--- src/rtl/dispatch_if.sv ---
// Decode <-> dispatch handshake bundle.
// master: decode/issue/ROB side (drives flush, decode_vld, IQ_choose,
//         iq_release, rob_retire; observes ready/hold/write-enables/tag).
// slave : dispatch_ctrl.
// Ports carried: flush, decode_vld, IQ_choose[3:0], iq_release[3:0],
//   rob_retire[1:0], dispatch_rdy, hold_stage3, iq_wr_en[3:0],
//   rob_id[RW-1:0], iq_full[3:0], perf_stall[31:0].
interface dispatch_if #(
  parameter int ROB_DEPTH = 16
);
  localparam int RW = $clog2(ROB_DEPTH);

  logic          flush;
  logic          decode_vld;
  logic [3:0]    IQ_choose;
  logic [3:0]    iq_release;
  logic [1:0]    rob_retire;
  logic          dispatch_rdy;
  logic          hold_stage3;
  logic [3:0]    iq_wr_en;
  logic [RW-1:0] rob_id;
  logic [3:0]    iq_full;
  logic [31:0]   perf_stall;

  modport master (
    output flush, decode_vld, IQ_choose, iq_release, rob_retire,
    input  dispatch_rdy, hold_stage3, iq_wr_en, rob_id, iq_full, perf_stall
  );

  modport slave (
    input  flush, decode_vld, IQ_choose, iq_release, rob_retire,
    output dispatch_rdy, hold_stage3, iq_wr_en, rob_id, iq_full, perf_stall
  );
endinterface

--- src/rtl/dispatch_ctrl.sv ---
// Dispatch controller between decode and the four issue queues
// (ALU0, ALU1, AGU, BRU) plus the ROB.
// Tracks per-IQ free-entry credits, ROB occupancy and tail pointer;
// back-pressures decode via hold_stage3 and restores everything on flush.
// Ports: clk, rst (sync, active-high), bus (dispatch_if.slave).
// Optional: DISPATCH_PERF_CNT_EN builds the saturating stall counter
// behind perf_stall; without it perf_stall is tied to 0.
module dispatch_ctrl #(
  parameter int IQ_DEPTH  = 8,
  parameter int ROB_DEPTH = 16
) (
  input  logic     clk,
  input  logic     rst,
  dispatch_if.slave bus
);
  localparam int NUM_IQ = 4;
  localparam int RW     = $clog2(ROB_DEPTH);
  localparam int CW     = $clog2(IQ_DEPTH + 1);
  localparam logic [CW-1:0] CRED_MAX = CW'(IQ_DEPTH);
  localparam logic [RW:0]   ROB_MAX  = (RW+1)'(ROB_DEPTH);

  typedef enum logic [1:0] {RUN, BLOCK, RECOVER} state_t;

  state_t                       state;
  logic [NUM_IQ-1:0][CW-1:0]    cred;
  logic [RW:0]                  rob_cnt;
  logic [RW-1:0]                tail;
  logic                         rdy;
  logic                         hold;
  logic                         fire;
  logic [RW:0]                  rob_sum;
  logic [RW:0]                  rob_ret;
  logic [RW:0]                  rob_cnt_n;

  // Readiness looks only at registered state: a same-cycle release never
  // unblocks a full IQ.
  assign rdy  = (state != RECOVER) && (rob_cnt < ROB_MAX) &&
                ((bus.IQ_choose & bus.iq_full) == '0);
  assign hold = bus.decode_vld & ~rdy;
  // Flush discards the same-cycle allocation.
  assign fire = bus.decode_vld & rdy & ~bus.flush;

  assign bus.dispatch_rdy = rdy;
  assign bus.hold_stage3  = hold;
  assign bus.iq_wr_en     = bus.IQ_choose & {NUM_IQ{fire}};
  assign bus.rob_id       = tail;

  for (genvar i = 0; i < NUM_IQ; i++) begin : g_cred
    logic [CW-1:0] c;
    logic [CW:0]   sum;
    // fire implies c > 0 for a selected IQ, so sum never underflows.
    assign sum = {1'b0, c} - {{CW{1'b0}}, fire & bus.IQ_choose[i]}
                           + {{CW{1'b0}}, bus.iq_release[i]};
    always_ff @(posedge clk) begin
      if (rst || bus.flush) c <= CRED_MAX;
      else if (sum > {1'b0, CRED_MAX}) c <= CRED_MAX;  // extra release ignored
      else c <= sum[CW-1:0];
    end
    assign cred[i]        = c;
    assign bus.iq_full[i] = (c == '0);
  end

  // Occupancy clamps at zero if more retires arrive than are outstanding.
  assign rob_sum   = rob_cnt + {{RW{1'b0}}, fire};
  assign rob_ret   = {{(RW-1){1'b0}}, bus.rob_retire};
  assign rob_cnt_n = (rob_sum < rob_ret) ? '0 : rob_sum - rob_ret;

  always_ff @(posedge clk) begin
    if (rst) begin
      state   <= RUN;
      rob_cnt <= '0;
      tail    <= '0;
    end else if (bus.flush) begin
      state   <= RECOVER;
      rob_cnt <= '0;
      tail    <= '0;
    end else begin
      rob_cnt <= rob_cnt_n;
      if (fire) tail <= tail + 1'b1;  // power-of-2 depth: natural wrap
      case (state)
        RUN:     if (hold)  state <= BLOCK;
        BLOCK:   if (!hold) state <= RUN;
        RECOVER: state <= RUN;
        default: state <= RUN;
      endcase
    end
  end

`ifdef DISPATCH_PERF_CNT_EN
  logic [31:0] perf;
  always_ff @(posedge clk) begin
    if (rst) perf <= '0;
    else if (hold && (perf != 32'hFFFF_FFFF)) perf <= perf + 32'd1;
  end
  assign bus.perf_stall = perf;
`else
  assign bus.perf_stall = '0;
`endif
endmodule

--- src/flat_wrapper.sv ---
// flat-port wrapper written by rule: the top's interface ports become plain ports
module dispatch_ctrl_flat 
#(
  parameter int IQ_DEPTH  = 8,
  parameter int ROB_DEPTH = 16
)
  (clk, rst, bus_flush, bus_decode_vld, bus_IQ_choose, bus_iq_release, bus_rob_retire, bus_dispatch_rdy, bus_hold_stage3, bus_iq_wr_en, bus_rob_id, bus_iq_full, bus_perf_stall);
  dispatch_if #(.ROB_DEPTH(ROB_DEPTH)) bus_i ();
  input  logic clk;
  input  logic rst;
  input wire logic [$bits(bus_i.flush)-1:0] bus_flush;
  input wire logic [$bits(bus_i.decode_vld)-1:0] bus_decode_vld;
  input wire logic [$bits(bus_i.IQ_choose)-1:0] bus_IQ_choose;
  input wire logic [$bits(bus_i.iq_release)-1:0] bus_iq_release;
  input wire logic [$bits(bus_i.rob_retire)-1:0] bus_rob_retire;
  output wire logic [$bits(bus_i.dispatch_rdy)-1:0] bus_dispatch_rdy;
  output wire logic [$bits(bus_i.hold_stage3)-1:0] bus_hold_stage3;
  output wire logic [$bits(bus_i.iq_wr_en)-1:0] bus_iq_wr_en;
  output wire logic [$bits(bus_i.rob_id)-1:0] bus_rob_id;
  output wire logic [$bits(bus_i.iq_full)-1:0] bus_iq_full;
  output wire logic [$bits(bus_i.perf_stall)-1:0] bus_perf_stall;
  assign bus_i.flush = bus_flush;
  assign bus_i.decode_vld = bus_decode_vld;
  assign bus_i.IQ_choose = bus_IQ_choose;
  assign bus_i.iq_release = bus_iq_release;
  assign bus_i.rob_retire = bus_rob_retire;
  assign bus_dispatch_rdy = bus_i.dispatch_rdy;
  assign bus_hold_stage3 = bus_i.hold_stage3;
  assign bus_iq_wr_en = bus_i.iq_wr_en;
  assign bus_rob_id = bus_i.rob_id;
  assign bus_iq_full = bus_i.iq_full;
  assign bus_perf_stall = bus_i.perf_stall;
  dispatch_ctrl #(.IQ_DEPTH(IQ_DEPTH), .ROB_DEPTH(ROB_DEPTH)) u_core (.clk(clk), .rst(rst), .bus(bus_i));
endmodule
--- config.mk ---
export PLATFORM = sky130hd
export DESIGN_NAME = dispatch_ctrl_flat
export DESIGN_NICKNAME = d
export VERILOG_FILES = /design/src/rtl/dispatch_if.sv /design/src/rtl/dispatch_ctrl.sv /design/src/flat_wrapper.sv
export SDC_FILE = /design/constraint.sdc
export NUM_CORES = 1
export LEC_CHECK = 0
export CAP_MARGIN = 10
export CORE_MARGIN = 2
export CORE_UTILIZATION = 53
export DETAILED_ROUTE_END_ITERATION = 12
export PLACE_DENSITY = 0.94
export SYNTH_ARGS = -nofsm -noshare
export SYNTH_HDL_FRONTEND = slang
export SYNTH_SLANG_ARGS = --single-unit
--- constraint.sdc ---
create_clock -name clk -period 6.1 [get_ports clk]
set_input_delay 0.61 -clock clk [delete_from_list [all_inputs] [get_ports clk]]
set_output_delay 0.61 -clock clk [all_outputs]
set_load 0.05 [all_outputs]
==> metrics, run 1 <==
Syn. warnings=0; post-cts resize count=0; total gr overflow=0; postcts setup bufs=0; crit path kind=primary input to register; share of the synthesized area in the top cell type=roughly 24%; post-route cell area=roughly 2500 um2; core area=just over 4000 um2; Tmin final=approximately 4.0 ns; setup ws final=about 2.1 ns; Arr. time, crit path=between 4 and 5 ns; most frequent cells in the layout=inv_1 (39), conb_1 (32), ha_1 (29), clkdlybuf4s50_1 (27), dfxtp_1 (27); Rows=23; final std cells w/o fill=about 330; Final HPWL DP=approximately 3500 um; clk_lat worst skew=between 0.2 and 0.3 ns; Pwr Total=a little over 0.4 mW; Routed Antenna Nets=0; DR WL/cell=12.8 um; #FFs+latches synth=27; period utilization=around 66%; Ports=60; CTS Buffer Depth=2; # port buffers=27; unrepaired setup endpoints after global routing=false; Syn Inst Count=approximately 250; share of cells above drive strength 1=approximately 3.2%; cts hold-fix bufs=0; Clock Skews=0.00106 ns; commonest non-fill, non-tap cell in the layout=inv_1; fmax=between 200 and 250 MHz; CP Capture Type=register; top post-synthesis cells by area=dfxtp_1 (24%), ha_1 (16%), buf_4 (11%); DRC=0; dpl cell area=between 2000 and 2500 um2; Worst IR Drop VDD=roughly 0.21 mV; Max Cap Viol=0; tightest slew margin relative to the limit=a little over half; distinct cell type count after synthesis=44; Post-layout nets=328; root buffer cell=clkbuf_8; CTS Buf Count=3; # fillers=roughly 340; clk sink count=27; Primary FF master, synth=dfxtp_1; synthesized cell area=about 2200 um2; final setup fails=0; TritonRoute pass-1 iters=4; ys async rst share=0%; Worst Max-Slew Pin Slew=0.684 ns; die area=4720 um2; via count=between 1500 and 2000; die height=about 69 um; diode count=0; clk slew on worst S/H paths=0.09 ns; final hold violations=0; htree depth=1; sequential area share after synthesis=about a quarter; Worst Path Max Fanout=7; worst hold margin=0.441 ns; EDFF count, synth=0; TritonCTS clock tree=built; initial antenna violation count=0; DP Worst Slack=1.80 ns; status=complete, no violations; largest net degree at the start of global routing=15; GRT Total Usage=between 10% and 20%; final WL=approximately 4200 um; Post-Synthesis Mean Instance Area=8.84 um2; vias per std cell=5.34; Layout area overhead=11.0%; placed cells=roughly 330; final design utilization=around three fifths; Final Slew Violations=0; area leader, netlist=dfxtp_1; initial core utilization=55.1%; hold crit path type=register to register; Critical Path RT=approximately 6.3 ns; number of global-route vias before repair=approximately 1600; Placer Congestion=0.866; first-pass GRT wire length=just under 7000 um; initial drt markers=66; Leak Pwr=around 1.1 nW; die width=68.7 um; Worst Setup Start Kind=primary input; Fin Setup TNS=0 ns; Power Dens Cells=168 nW/um2
metal layers:
| metal | track usage, % | vias up | routed length, um |
|---|---|---|---|
| li1 | - | 857 | - |
| met1 | 22.4 | 830 | 1780 |
| met2 | 36.9 | 64 | 2160 |
| met3 | 3.57 | 6 | 227 |
| met4 | 4.90 | 0 | 52 |
| met5 | 0 | - | 0 |
cell usage after synthesis (all sizes together) (2+ instances only):
library cell and count:
nand2 9, inv 39, nand3 6, nand2b 9, nor2b 4, or4 6
a221oi 3, or3 2, a21boi 3, and2 7, a21o 2, a311oi 3
nor3b 4, xor2 7, nor4b 4, xnor2 3, a221o 2, o31ai 3
a2111o 3, buf 34, dfxtp 27, nor2 6, ha 29, mux2i 3
fa 5, a21oi 13, a2111oi 4
power breakdown:
part	internal (mW)	switching, mW	total [mW]
sequential	0.181	0.00356	0.184
combinational	0.0371	0.0913	0.128
clock	0.0468	0.0537	0.100
total	0.265	0.149	0.413
flip-flops by register name, summed over array words and instances (netlist names):
| signal | flops |
|---|---|
| u_core.bus.rob_id | 4 |
| u_core.g_cred.c | 16 |
| u_core.state | 2 |
| u_core.rob_cnt | 5 |
worst max-delay path, stage by stage:
cell,delay [ns]
clkdlybuf4s50_1,0.42
nor4bb_1,0.15
a221o_1,0.34
nor3b_2,0.44
and2_1,0.24
ha_1,0.25
inv_1,0.06
ha_1,0.16
inv_1,0.06
fa_1,0.42
nor2b_4,0.16
nor4_1,0.05
or4_4,0.44
a2111oi_2,0.37
worst paths after layout:
path | start | to | slack (ns) | cells past startpoint
worst max-delay path | bus_IQ_choose[2] | u_core.g_cred[2].c[2] | 2.09 | 14
worst min-delay path | u_core.state[1] | u_core.state[0] | 0.44 | 1
worst max register to register | u_core.g_cred[0].c[3] | u_core.g_cred[2].c[2] | 2.11 | 15
worst min register to register | u_core.state[1] | u_core.state[0] | 0.44 | 1
area by class of cell:
| type | instances | area [um2] | share of cell area [%] |
|---|---|---|---|
| Tap cell | 50 | 62.6 | 2.54 |
| Sequential cell | 27 | 541 | 21.9 |
| Multi-Input combinational cell | 182 | 1400 | 56.8 |
| Inverter | 39 | 146 | 5.94 |
| Clock buffer | 4 | 45.0 | 1.83 |
| Timing Repair Buffer | 27 | 270 | 11.0 |
cells by family after synthesis:
kind of cell               after synthesis  share of synthesized area (%)
other                                    1                          0.169
AOI/OAI and AO/OA                       39                           13.5
and+or+nand+nor                         64                           18.0
xor gates and xnor gates                10                           3.95
DFF                                     27                           24.4
adders and majority gates               34                           20.9
muxes                                    3                           1.35
buffers and inverters                   73                           17.9
No activity file was read; power rests on OpenSTA's default activity.
==> inputs of run 2 (changes only) <==
--- a/config.mk
+++ b/config.mk
@@ -7,9 +7,9 @@
 export LEC_CHECK = 0
 export CAP_MARGIN = 10
 export CORE_MARGIN = 2
-export CORE_UTILIZATION = 53
+export CORE_UTILIZATION = 49
 export DETAILED_ROUTE_END_ITERATION = 12
-export PLACE_DENSITY = 0.94
+export PLACE_DENSITY = 0.88
 export SYNTH_ARGS = -nofsm -noshare
 export SYNTH_HDL_FRONTEND = slang
 export SYNTH_SLANG_ARGS = --single-unit
==> constraint.sdc (replaced) <==
create_clock -name clk -period 4 [get_ports clk]
set_input_delay 0.4 -clock clk [delete_from_list [all_inputs] [get_ports clk]]
set_output_delay 0.4 -clock clk [all_outputs]
set_load 0.05 [all_outputs]
==> run 2 against run 1 <==
Via count up 1.8%. Largest power group unchanged. Critical endpoint unchanged. Routed wire length increased by 5.1%. Largest cell class unchanged. Final area rose by 3.5%.
==> metrics, run 2 (synthesis gave the netlist of run 1 again) <==
crit path kind=register to register; combinational power share=31.6% (+0.5 points); CP Capture Type=register; Final Slew Violations=0 (unchanged); Clock Skews=0.00384 ns (+0.00278 ns); die height=71.3 um (+3.8%); Ports=60 (unchanged); Routed Antenna Nets=0 (unchanged); diode count=0 (unchanged); number of global-route vias before repair=1717 (+4.6%); via count=1789 (+1.8%); final setup fails=0 (unchanged); Post-layout nets=334 (+1.8%); max FFs per register=16 (unchanged); placed cells=331 (+1.8%); Leak Pwr=1.16 nW (+4.0%); Rows=24 (+4.3%); TritonRoute pass-1 iters=4 (unchanged); Fin Setup TNS=0 ns (unchanged); unrepaired setup endpoints after global routing=false; GRT Total Usage=17.5% (-2.0 points); period utilization=approximately 95%; Worst Setup Start Kind=register; share of cells above drive strength 1=7.72% (+4.5 points); final hold violations=0 (unchanged); Most flops, register=u_core.g_cred.c; Clock power frac=24.6% (+0.3 points); core area=4350 um2 (+8.1%); htree depth=1 (unchanged); initial core utilization=51.0% (-4.1 points); vias per std cell=5.31 (-0.60%); P_sw=0.235 mW (+58%); die area=5080 um2 (+7.7%); cell-internal power=0.408 mW (+54%); largest net degree at the start of global routing=17 (+2); commonest non-fill, non-tap cell in the layout=inv_1; Worst Path Max Fanout=5 (-2); Critical Path RT=4.18 ns (-2.09 ns); DRC=0 (unchanged); Arr. time, crit path=3.97 ns (-0.21 ns); TritonCTS clock tree=built; switching part of the total=36.5% (+0.59 points); CTS Buffer Depth=2 (unchanged); total gr overflow=0 (unchanged); Hold Crit Depth=1 (unchanged); Power Dens Cells=252 nW/um2 (+50%); Placer Congestion=0.867 (+0.15%); DR WL/cell=13.2 um (+2.6%); Tmin final=roughly 3.8 ns; final WL=4440 um (+5.1%); Final HPWL DP=3550 um (+0.98%); most frequent cells in the layout=inv_1 (39), conb_1 (32), ha_1 (29), clkdlybuf4s50_1 (27), dfxtp_1 (27); hold crit path type=register to register; status=complete, no violations; clk slew on worst S/H paths=0.09 ns (about the same); cts hold-fix bufs=0 (unchanged); tightest slew margin relative to the limit=63.2% (+9.2 points); Worst Max-Slew Pin Slew=0.538 ns (-0.146 ns); Pwr Total=0.643 mW (+56%); # port buffers=27 (unchanged); fmax=between 200 and 300 MHz; final design utilization=58.6% (-2.6 points); initial drt markers=56 (-15%); clk_lat worst skew=0.28 ns (about the same); reg2reg path depth=15 (unchanged); die width=71.3 um (+3.8%); root buffer cell=clkbuf_8; # fillers=389 (+15%); clk sink count=27 (unchanged); CTS Buf Count=3 (unchanged); r2r setup slk=0.21 ns (-1.90 ns); first-pass GRT wire length=7380 um (+6.3%); initial antenna violation count=0 (unchanged); Layout area overhead=14.9%; Flop pwr share=43.8% (-0.8 points); final std cells w/o fill=337 (+2.4%); Worst IR Drop VDD=0.130 mV (-37%); Max Cap Viol=0 (unchanged)
==> run 2: changes by cell type in the layout (fill, tap and decap cells not counted) <==
cell,delta
clkbuf_1,-1
nor3b_2,+2
a311oi_2,+2
nor3b_1,-3
buf_4,+6
a311oi_1,-2
and2_2,+1
and2_1,-1
nor3b_4,+1
clkinvlp_4,+1
==> run 2: routing by layer <==
layer  wire length [um]  up-vias  global-route usage, %
met1               1920      856                   22.0
met2               2200       55                   30.7
li1                   -      865                      -
met4                109        0                   6.50
met5                  0        -                      0
met3                206       13                   2.25
==> run 2: final timing paths <==
kind                                              end                  start
worst min-delay path                  u_core.state[0]        u_core.state[1]
worst max register to register  u_core.g_cred[2].c[2]  u_core.g_cred[0].c[2]
worst min register to register        u_core.state[0]        u_core.state[1]
worst max-delay path            u_core.g_cred[2].c[2]  u_core.g_cred[0].c[2]
==> run 2: per-stage QoR <==
stage	area (um2)	worst slack (ns)	hold WS (ns)
after CTS	2520	0.171	0.463
final	2550	0.208	0.470
after floorplan	2350	0.0344	0.401
after global routing	2550	0.00299	0.468
after global placement	2470	0.252	0.402
after detailed placement	2470	0.0472	0.423
==> run 2: layout make-up <==
type	instances	area, um2	share of cell area, %
tap	52	65.1	2.55
multi-input combinational	182	1430	56.2
inverter	39	146	5.74
timing repair buffer	33	315	12.4
clock inverter	1	7.51	0.294
sequential	27	541	21.2
clock buffer	3	41.3	1.62
==> run 2: repair_timing <==
item,in CTS,in global routing
endpoints found under the setup margin,0,9
gates resized for setup,0,3
buffers inserted,0,2
==> run 2: critical path, stage by stage (launching register included) <==
cell,delay (ns)
dfxtp_1,0.35
inv_1,0.07
ha_1,0.19
nor3b_2,0.17
a221o_1,0.44
nor3b_4,0.29
and2_2,0.20
ha_1,0.23
inv_1,0.06
ha_1,0.18
inv_1,0.06
fa_1,0.41
nor2b_4,0.16
nor4_1,0.06
or4_4,0.45
a2111oi_2,0.38
==> run 2: power by group through the flow <==
stage	combinational (mW)	sequential, mW	clock [mW]
2_1_floorplan	0.175	0.288	0
3_3_place_gp	0.193	0.287	0
3_5_place_dp	0.198	0.288	0
4_1_cts	0.199	0.282	0.161
5_1_grt	0.217	0.283	0.169
6_report	0.203	0.281	0.158
==> inputs of run 3 (changes only) <==
--- a/config.mk
+++ b/config.mk
@@ -6,7 +6,7 @@
 export NUM_CORES = 1
 export LEC_CHECK = 0
 export CAP_MARGIN = 10
-export CORE_MARGIN = 2
+export CORE_MARGIN = 8
 export CORE_UTILIZATION = 49
 export DETAILED_ROUTE_END_ITERATION = 12
 export PLACE_DENSITY = 0.88
==> run 3 against run 2 <==
Power fell by 0.71%. Final area fell by 0.93%. Hold slack got worse by 0.024 ns. Utilization fell by 0.55 points.
==> metrics, run 3 (synthesis gave the netlist of run 1 again) <==
max FFs per register=16 (unchanged); Fin Setup TNS=0 ns (unchanged); unrepaired setup endpoints after global routing=false; commonest non-fill, non-tap cell in the layout=inv_1; TritonRoute pass-1 iters=4 (unchanged); clk_lat worst skew=0.27 ns (about the same); Max stage delay on crit path=0.44 ns (about the same); status=complete, no violations; clk sink count=27 (unchanged); share of cells above drive strength 1=6.71% (-1.0 points); Routed Antenna Nets=0 (unchanged); clk slew on worst S/H paths=0.09 ns (about the same); # port buffers=27 (unchanged); initial antenna violation count=0 (unchanged); final design utilization=58.0% (-0.55 points); htree depth=1 (unchanged); Final Slew Violations=0 (unchanged); Arr. time, crit path=3.91 ns (-0.06 ns); Most flops, register=u_core.g_cred.c; Buf/Inv on CP=5 (+2); DR WL/cell=13.9 um (+5.9%); fmax=267 MHz (+1.4%); FF/Latch Area=541 um2 (unchanged); Ports=60 (unchanged); root buffer cell=clkbuf_8; Worst Max-Slew Pin Slew=0.509 ns (-0.0285 ns); core area=4350 um2 (unchanged); CP max stage cell=a221o_1; Critical Path RT=4.17 ns (about the same); Worst Path Max Fanout=5 (unchanged); Final HPWL DP=3800 um (+7.1%); Worst Setup Start Kind=register; CTS Buf Count=3 (unchanged); period utilization=93.5% (-1.3 points); Tmin final=3.74 ns (-0.0517 ns); DRC=0 (unchanged); hold crit path type=register to register; Max Cap Viol=0 (unchanged); initial drt markers=64 (+14%); CTS Buffer Depth=2 (unchanged); # fillers=391 (+0.51%); Placer Congestion=0.818 (-5.7%); Worst IR Drop VDD=0.219 mV (+68%); via count=1747 (-2.3%); Power Dens Cells=253 nW/um2 (+0.23%); CP Capture Type=register; cells along the critical path=inv_1 -> ha_1 -> nor3b_2 -> a221o_1 -> nor3b_4 -> buf_4 -> and2_1 -> ha_1 -> inv_1 -> ha_1 -> inv_1 -> fa_1 -> nand2b_1 -> nor4b_1 -> a311oi_1 -> buf_4 -> a21boi_1; cts hold-fix bufs=0 (unchanged); diode count=0 (unchanged); Layout area overhead=13.8%; largest net degree at the start of global routing=16 (-1); GRT Total Usage=13.5% (-4.0 points); TritonCTS clock tree=built; die width=83.3 um (+17%); Clock Skews=0.00174 ns (-0.00210 ns); Rows=24 (unchanged); Worst path top cell family by delay=adder cells; die height=83.3 um (+17%); Post-layout nets=332 (-0.60%); number of global-route vias before repair=1834 (+6.8%); most frequent cells in the layout=inv_1 (39), conb_1 (32), ha_1 (29), clkdlybuf4s50_1 (27), dfxtp_1 (27); dpl cell area=2470 um2 (unchanged); total gr overflow=0 (unchanged); die area=6940 um2 (+36%); vias per std cell=5.21 (-1.8%); final hold violations=0 (unchanged); final setup fails=0 (unchanged); first-pass GRT wire length=8150 um (+10%); crit path kind=register to register; final WL=4670 um (+5.3%); area of the multi-input gates=1430 um2 (-0.44%); post-route cell area=2530 um2 (-0.93%); initial core utilization=51.0% (unchanged); Leak Pwr=1.15 nW (-0.67%); tightest slew margin relative to the limit=65.2% (+1.9 points)
run 3: changes by cell type in the layout (fill, tap and decap cells not counted):
cell,previous run,this run
a311oi_2,2,1
clkinv_2,0,1
buf_4,6,4
clkinvlp_4,1,0
a311oi_1,1,2
run 3: per-stage QoR:
stage / std cells / worst slack [ns] / hold slack, ns / power, mW
after global placement: 331 / 0.272 / 0.408 / 0.481
final: 335 / 0.259 / 0.445 / 0.638
after floorplan: 282 / 0.0344 / 0.401 / 0.463
after global routing: 335 / 0.0305 / 0.448 / 0.671
after CTS: 335 / 0.229 / 0.436 / 0.638
after detailed placement: 331 / 0.150 / 0.429 / 0.485
run 3: layout make-up:
cell class | instances | share of cell area (%)
multi-input combinational | 182 | 56.5
sequential | 27 | 21.4
timing repair buffer | 31 | 11.9
inverter | 39 | 5.79
tap | 52 | 2.58
clock buffer | 3 | 1.63
clock inverter | 1 | 0.198
run 3: worst paths after layout:
| path | from | to | slack [ns] | cells after the start |
|---|---|---|---|---|
| max | u_core.g_cred[0].c[3] | u_core.g_cred[1].c[0] | 0.26 | 17 |
| min | u_core.state[1] | u_core.state[0] | 0.45 | 1 |
| max reg2reg | u_core.g_cred[0].c[3] | u_core.g_cred[1].c[0] | 0.26 | 17 |
| min reg2reg | u_core.state[1] | u_core.state[0] | 0.45 | 1 |
run 3: report_power, final:
part           switching, mW  leakage, nW  internal, mW  total (mW)
registers            0.00558        0.219         0.276       0.281
clock network         0.0850       0.0255        0.0699       0.155
logic                  0.142        0.905        0.0599       0.202
run 3: metal layers:
layer / share of wire [%] / GRT usage, % / vias to the layer above
met3: 7.3 / 5.27 / 4
met5: 0 / 0 / -
li1: - / - / 867
met1: 43 / 15.1 / 829
met4: 0.51 / 2.88 / 0
met2: 49 / 23.5 / 47
run 3: timing repair:
item	4_1_cts	5_1_grt
buffers inserted	0	0
endpoints found under the setup margin	0	5
gates resized for setup	0	2
